==> src/rtl/ib_ram_pkg.sv <==
// Shared definitions for the IB RAM update writer: default geometry,
// derived page/stage counts, LUT word width and the writer FSM state type.
package ib_ram_pkg;

    // Default geometry of the IB-CNU function RAMs
    localparam int ENTRY_ADDR_DEF      = 4;
    localparam int MULTI_FRAME_NUM_DEF = 2;
    localparam int BANK_NUM_DEF        = 2;
    localparam int LUT_PORT_SIZE_DEF   = 2;
    localparam int STAGE_NUM_DEF       = 4;

    // One LUT word spans every bank of a RAM row
    localparam int LUT_WORD_W = LUT_PORT_SIZE_DEF * BANK_NUM_DEF;

    // Width needed to count n items, never less than one bit
    function automatic int cnt_width(input int n);
        return (n > 1) ? $clog2(n) : 1;
    endfunction

    // Pages per partition: the address MSB(s) select the frame partition
    function automatic int page_num_of(input int entry_addr, input int frames);
        return 1 << (entry_addr - cnt_width(frames));
    endfunction

    localparam int PAGE_NUM_DEF = page_num_of(ENTRY_ADDR_DEF, MULTI_FRAME_NUM_DEF);
    localparam int STAGE_W_DEF  = cnt_width(STAGE_NUM_DEF);
    localparam int PASS_WORDS   = PAGE_NUM_DEF * STAGE_NUM_DEF;

    typedef enum logic [0:0] {
        IDLE = 1'b0,
        LOAD = 1'b1
    } wr_state_e;

endpackage

==> src/rtl/ib_wr_addr_gen.sv <==
// Page/stage walker for the IB RAM update writer. Steps the page counter on
// every accepted beat, carries into the stage counter on page wrap, decodes
// the stage into a one-hot write-enable pattern and flags the final beat.
module ib_wr_addr_gen
    import ib_ram_pkg::*;
#(
    parameter int PAGE_W    = 3,
    parameter int STAGE_NUM = 4,
    parameter int STAGE_W   = cnt_width(STAGE_NUM)
) (
    input  logic                 clk,
    input  logic                 rst,
    input  logic                 clear,
    input  logic                 advance,
    output logic [PAGE_W-1:0]    page_cnt,
    output logic [STAGE_NUM-1:0] stage_onehot,
    output logic                 last_beat
);

    localparam int PAGE_MAX = (1 << PAGE_W) - 1;

    logic [STAGE_W-1:0] stage_cnt_r;
    logic               page_max_s;
    logic               stage_max_s;

    assign page_max_s  = (page_cnt == PAGE_W'(PAGE_MAX));
    assign stage_max_s = (stage_cnt_r == STAGE_W'(STAGE_NUM - 1));

    // Page counter with carry into the stage counter on page wrap
    always_ff @(posedge clk or posedge rst) begin
        if (rst) begin
            page_cnt    <= {PAGE_W{1'b0}};
            stage_cnt_r <= {STAGE_W{1'b0}};
        end else if (clear) begin
            page_cnt    <= {PAGE_W{1'b0}};
            stage_cnt_r <= {STAGE_W{1'b0}};
        end else if (advance) begin
            if (page_max_s) begin
                page_cnt    <= {PAGE_W{1'b0}};
                stage_cnt_r <= stage_max_s ? {STAGE_W{1'b0}} : stage_cnt_r + STAGE_W'(1);
            end else begin
                page_cnt    <= page_cnt + PAGE_W'(1);
                stage_cnt_r <= stage_cnt_r;
            end
        end else begin
            page_cnt    <= page_cnt;
            stage_cnt_r <= stage_cnt_r;
        end
    end

    // One-hot stage select and last-beat flag for the current position
    always_comb begin
        stage_onehot = {STAGE_NUM{1'b0}};
        for (int i = 0; i < STAGE_NUM; i++) begin
            stage_onehot[i] = (stage_cnt_r == STAGE_W'(i));
        end
        last_beat = page_max_s && stage_max_s;
    end

endmodule

==> src/rtl/ib_ram_update_writer.sv <==
// Iteration-update write engine for the IB-CNU function RAMs. Accepts a
// stream of LUT words and writes every page of one frame partition, stage by
// stage, through a one-cycle-latency registered RAM write port.
// Optional feature macro: IB_RAM_WR_CHECKSUM_EN adds wr_checksum, the running
// XOR of all words written in the current pass.
module ib_ram_update_writer
    import ib_ram_pkg::*;
#(
    parameter int ENTRY_ADDR      = 4,
    parameter int MULTI_FRAME_NUM = 2,
    parameter int BANK_NUM        = 2,
    parameter int LUT_PORT_SIZE   = 2,
    parameter int STAGE_NUM       = 4
) (
    input  logic                              write_clk,
    input  logic                              rst,
    input  logic                              start,
    input  logic                              frame_offset,
    input  logic [LUT_PORT_SIZE*BANK_NUM-1:0] src_data,
    input  logic                              src_valid,
    output logic                              src_ready,
    output logic [ENTRY_ADDR-1:0]             page_addr_ram,
    output logic [LUT_PORT_SIZE*BANK_NUM-1:0] ram_write_data,
    output logic [STAGE_NUM-1:0]              ib_ram_we,
    output logic                              busy,
    output logic                              done
`ifdef IB_RAM_WR_CHECKSUM_EN
   ,output logic [LUT_PORT_SIZE*BANK_NUM-1:0] wr_checksum
`endif
);

    localparam int WORD_W  = LUT_PORT_SIZE * BANK_NUM;
    // Partition select occupies the address MSB(s); the rest indexes pages
    localparam int FRAME_W = cnt_width(MULTI_FRAME_NUM);
    localparam int PAGE_W  = ENTRY_ADDR - FRAME_W;

    wr_state_e            state_r;
    logic                 frame_offset_r;
    logic                 start_accept_s;
    logic                 beat_s;
    logic [PAGE_W-1:0]    page_cnt_s;
    logic [STAGE_NUM-1:0] stage_onehot_s;
    logic                 last_beat_s;

    // Handshake is a pure decode of the state register, never of src_valid
    assign src_ready      = (state_r == LOAD);
    assign busy           = (state_r == LOAD);
    assign start_accept_s = (state_r == IDLE) && start;
    assign beat_s         = (state_r == LOAD) && src_valid;

    ib_wr_addr_gen #(
        .PAGE_W    (PAGE_W),
        .STAGE_NUM (STAGE_NUM),
        .STAGE_W   (cnt_width(STAGE_NUM))
    ) u_addr_gen (
        .clk          (write_clk),
        .rst          (rst),
        .clear        (start_accept_s),
        .advance      (beat_s),
        .page_cnt     (page_cnt_s),
        .stage_onehot (stage_onehot_s),
        .last_beat    (last_beat_s)
    );

    // Writer FSM plus the registered RAM write port
    always_ff @(posedge write_clk or posedge rst) begin
        if (rst) begin
            state_r        <= IDLE;
            frame_offset_r <= 1'b0;
            page_addr_ram  <= {ENTRY_ADDR{1'b0}};
            ram_write_data <= {WORD_W{1'b0}};
            ib_ram_we      <= {STAGE_NUM{1'b0}};
            done           <= 1'b0;
        end else begin
            // Enables and done are single-cycle; address and data hold
            ib_ram_we <= {STAGE_NUM{1'b0}};
            done      <= 1'b0;
            case (state_r)
                IDLE: begin
                    if (start) begin
                        state_r        <= LOAD;
                        frame_offset_r <= frame_offset;
                    end else begin
                        state_r        <= IDLE;
                    end
                end
                LOAD: begin
                    if (src_valid) begin
                        ram_write_data <= src_data;
                        page_addr_ram  <= {FRAME_W'(frame_offset_r), page_cnt_s};
                        ib_ram_we      <= stage_onehot_s;
                        done           <= last_beat_s;
                        state_r        <= last_beat_s ? IDLE : LOAD;
                    end else begin
                        state_r        <= LOAD;
                    end
                end
                default: begin
                    state_r <= IDLE;
                end
            endcase
        end
    end

`ifdef IB_RAM_WR_CHECKSUM_EN
    // Running XOR of the words written in the current pass
    always_ff @(posedge write_clk or posedge rst) begin
        if (rst) begin
            wr_checksum <= {WORD_W{1'b0}};
        end else if (start_accept_s) begin
            wr_checksum <= {WORD_W{1'b0}};
        end else if (beat_s) begin
            wr_checksum <= wr_checksum ^ src_data;
        end else begin
            wr_checksum <= wr_checksum;
        end
    end
`endif

endmodule
==> config.mk <==
export PLATFORM = sky130hd
export DESIGN_NAME = ib_ram_update_writer
export DESIGN_NICKNAME = d
export VERILOG_FILES = /design/src/rtl/ib_ram_pkg.sv /design/src/rtl/ib_wr_addr_gen.sv /design/src/rtl/ib_ram_update_writer.sv
export SDC_FILE = /design/constraint.sdc
export NUM_CORES = 1
export LEC_CHECK = 0
export BUFFER_PORTS_ARGS = -buffer_cell sky130_fd_sc_hd__buf_2
export CAP_MARGIN = 20
export CORE_UTILIZATION = 54
export DETAILED_ROUTE_END_ITERATION = 16
export GPL_TIMING_DRIVEN = 1
export PLACE_DENSITY = 0.86
export SYNTH_ARGS = -nofsm -noshare
export SYNTH_HDL_FRONTEND = slang
export SYNTH_SLANG_ARGS = --single-unit
==> constraint.sdc <==
create_clock -name write_clk -period 2.2 [get_ports write_clk]
set_input_delay 0.44 -clock write_clk [delete_from_list [all_inputs] [get_ports write_clk]]
set_output_delay 0.44 -clock write_clk [all_outputs]
set_load 0.1 [all_outputs]
Word-level counts from Yosys, hierarchy flattened
Index checks and enable logic that the tools add are counted.
- word-level logic and storage cells: 39
- bits of input ports: 9
- output and inout bits: 15
- flip-flop bits (word level): 20
- reduce and logical (&&, ||, !) cells: 9
- bitwise gates (word level): 1
- $add $sub $neg: 2
- multiplexer cells: 15
- equality and inequality tests: 4
- operators with widths (kind ; number):
    2-to-1 mux 3 bit ; 3
    2-to-1 mux 2 bit ; 4
    2-to-1 mux 4 bit ; 2
    AND reduction 2 bit ; 3
    2-to-1 mux 1 bit ; 5
    == test 2 bit, second input constant ; 2
    nonzero test 2 bit ; 2
    adder 3 x 1 -> 3 bit, second input constant ; 1
    == test 3 bit, second input constant ; 1
    logical AND 1 bit ; 3
    adder 2 x 1 -> 2 bit, second input constant ; 1
    == test 2 x 1 -> 1 bit, second input constant ; 1
    zero test 2 bit ; 1
    one-hot mux 1 bit (2 select lines) ; 1
    inverter 1 bit ; 1

Logic depth before layout (Yosys ltp)
- depth in word-level cells: 5
- depth in mapped cells: 5
- mapped depth without buffers: 5

By module
Synthesis repeated with hierarchy kept, for this count alone.
- cells, all modules: 65
- area, all modules: 868.3 µm²
- modules (own cells, without submodules) (module ; times used ; area an instance (µm²) ; cells an instance ; sequential area each (µm²)):
    ib_ram_update_writer ; 1 ; 548.0 ; 36 ; 375.4
    ib_wr_addr_gen ; 1 ; 320.3 ; 29 ; 125.1

Worst setup path before layout
No wires, ideal clock.
- kind: register -> output
- start point: register state_r, in the netlist busy
- end point: output src_ready
- cell stages (with the launch flop): 2
- data arrival time: 1.374 ns
- setup slack: 0.386 ns
- data required time: 1.760 ns
- path buffers: 1
- cells stage by stage: dfrtp_1 -> buf_4
- RTL lines (item ; RTL line ; text):
    from (decl) ; ib_ram_update_writer.sv:37 ; wr_state_e state_r;
    from (signal assigned) ; ib_ram_update_writer.sv:93 ; state_r <= last_beat_s ? IDLE : LOAD;
    to (decl) ; ib_ram_update_writer.sv:21 ; output logic src_ready,
No word-level cell between the ends.

Worst setup path after layout
- start point: register state_r, in the netlist busy
- end point: output src_ready
No word-level cell between the ends.

==> impl_metrics.py <==
metrics = {
    "yosys": {
        "ys_warn_count": 0,
        "syn_area_sq_um": 902,
        "syn_avg_cell_area_sq_um": 13.7,
        "synth_cell_type_count": 21,
        "netlist_instances": 66,
        "ys_seq_area_share_pct": 55.5,
        "synthesis.nets": 81,
        "ys_seq_elements": 20,
    },
    "worst_setup_path": {
        "end_kind": "output port",
        "path_max_fanout": 14,
        "rr_endpoint": "u_addr_gen.page_cnt[2]",
        "reg2reg_slack_ps": 770,
        "cp.required_ps": 1760,
        "slowest_delay_ps": 590,
        "critPathSlowestCell": "dfrtp_1",
        "cp_num_buf_inv": 1,
        "path_class": "flip-flop to output port",
        "crit_arrival_ps": 1400,
        "critPathTopFamily": "flip-flops",
        "path_cells": "buf_2",
        "worstReg2RegStart": "u_addr_gen.page_cnt[0]",
        "cp-start-kind": "flip-flop",
        "r2r_cells": 4,
    },
    "power": {
        "irDropWorstVdd_uv": 754,
        "leakage_nw": 0.576,
        "powerDensity_mw_per_mm2": 1460,
    },
    "sta": {
        "rsz0062_at_grt": "no",
        "worstMarginPinSlew_ps": 747,
        "hold_viol_final": 0,
        "slew_headroom_pct": 50.1,
        "period_minus_slack_ps": 1840,
        "max_freq_mhz": 543,
        "finalSetupTns_ps": 0,
        "finalSetupViolCount": 0,
        "maxSlewViolCount": 0,
        "fin_skew_ps": 1.07,
        "finalCritPeriodShare_pct": 83.8,
        "finalWorstSetupSlack_ps": 357,
    },
    "clocking": {
        "clk_latency_ps": 310,
        "cts.repair.resized": 0,
        "cts_setup_buffers": 0,
        "htree_num_levels": 1,
        "path_clk_slew_ps": 110,
        "cts_buffers": 3,
        "cts_tree": "yes",
        "clock-sinks": 20,
        "ctsHoldBuffers": 0,
        "root_buffer": "clkbuf_4",
        "clock_path_buffers": 2,
    },
    "placement": {
        "placed_area_sq_um": 1000,
        "port_buffers": 23,
        "gp_congestion": 0.776,
        "placed_cells": 101,
        "dpl.hpwl_mm": 1.04,
        "place_ws_ps": 704,
    },
    "die": {
        "floorplan.initialDensity_pct": 58.5,
        "rows": 14,
        "die_x_um": 42.9,
        "num_io_pins": 24,
        "die_area_sq_mm": 0.00184,
        "core-area_sq_mm": 0.00154,
        "die_y_um": 42.9,
    },
    "grt": {
        "grt_pass1_wl_mm": 2.62,
        "grt_pass1_vias": 597,
        "overflow": 0,
        "grt_max_degree": 21,
        "antenna_found_initial": 0,
        "gr-usage-all-layers_pct": 20.1,
    },
    "detailed_routing": {
        "totalWireLength_mm": 1.43,
        "dr.pass1.iters": 4,
        "drcViolationCount": 0,
        "post_drt_wl_per_cell_um": 13.6,
        "drtAntennaViolNets": 0,
        "drt_iter0_markers": 7,
        "via_per_inst": 5.41,
        "vias": 568,
    },
    "cells_and_area": {
        "n_antenna_cell": 0,
        "drive_gt1_share_pct": 42.7,
        "fin_cells": 105,
        "syn2layout_area_growth_pct": 16.6,
        "num-nets-final": 105,
        "fin_area_sq_mm": 0.00105,
    },
    "flow_run": {
        "maxCapViolations": 0,
    },
    "min_path": {
        "min_path_type": "input port to asynchronous set/reset pin",
    },
    "run_status": {
        "status": "completed",
    },
}
-- layout make-up --
cell class,count,area (sq um)
clock buffers,3,22.5
repair buffers,23,115
flip-flops and latches,20,500
multi-input cells,37,345
fillers,107,489
clock inverters,1,30.0
well taps,16,20.0
inverters,5,18.8
-- registers in the layout (all words and copies together), names as in the netlist --
signal / flops
done: 1
u_addr_gen.page_cnt: 3
page_addr_ram: 4
ram_write_data: 4
busy: 1
ib_ram_we: 4
frame_offset_r: 1
u_addr_gen.stage_cnt_r: 2
-- synth_stat cells --
library cell | count | area (sq um)
nand2_1 | 3 | 11.3
a32o_1 | 1 | 10.0
nand3_1 | 1 | 5.00
ha_1 | 6 | 75.1
o31ai_1 | 1 | 7.51
and2_4 | 1 | 8.76
mux2_4 | 6 | 90.1
buf_4 | 2 | 15.0
nor2_1 | 2 | 7.51
mux2i_1 | 1 | 10.0
and3_1 | 4 | 25.0
o2bb2ai_1 | 1 | 8.76
a22o_1 | 1 | 8.76
and2_1 | 1 | 6.26
a21o_1 | 2 | 15.0
inv_1 | 5 | 18.8
dfrtp_1 | 20 | 500
nor2b_1 | 1 | 6.26
nor3_1 | 1 | 5.00
mux2_2 | 4 | 45.0
buf_6 | 2 | 22.5
-- metal layers --
| metal | share of wire (%) | vias to the layer above | track usage [%] |
|---|---|---|---|
| li1 | - | 269 | - |
| met1 | 44 | 273 | 24.9 |
| met2 | 47 | 23 | 30.9 |
| met3 | 5.9 | 3 | 5.11 |
| met4 | 2.3 | 0 | 13.1 |
| met5 | 0 | - | 0 |
-- layout by cell type, fill, tap and decap left out, types with 2 or more instances in the layout --
master,Yosys,routed
and3_1,4,4
nand2_1,3,3
mux2_4,6,6
dfrtp_1,20,20
buf_2,0,23
nor2_1,2,2
mux2_2,4,4
a21o_1,2,2
ha_1,6,6
inv_1,5,5
clkbuf_4,0,3
-- per-stage QoR --
stage | util [%] | power [mW] | hold slack [ps]
after floorplan | - | 1.13 | 404
after global placement | 64.9 | 1.23 | 486
after detailed placement | 64.9 | 1.25 | 490
after CTS | 68.3 | 1.55 | 257
after global routing | 68.3 | 1.62 | 301
final | 68.3 | 1.54 | 236
-- worst max path at each step --
stage | start | to | slack (ps) | depth (start not counted)
finish | busy | src_ready | 360 | 1
global route | busy | busy | 280 | 1
detailed placement | busy | src_ready | 700 | 1
global placement | busy | busy | 720 | 1
CTS | busy | src_ready | 360 | 1
floorplan | busy | src_ready | 390 | 1
-- cell families (layout without fill, tap and decap cells) --
group                      after synthesis  in the layout  synth area share (%)
DFF                                     20             20                  55.5
and+or+nand+nor                         14             14                  8.32
muxes                                   11             11                  16.1
buffers and inverters                    9             32                  6.24
adders and majority gates                6              6                  8.32
AOI/OAI and AO/OA                        6              6                  5.55
-- report_power, final --
part	total, mW	switching, mW	internal [mW]
logic	0.703	0.530	0.173
registers	0.534	0.0688	0.465
clock network	0.302	0.118	0.185
Note: power is estimated with default switching activity, not from simulation.
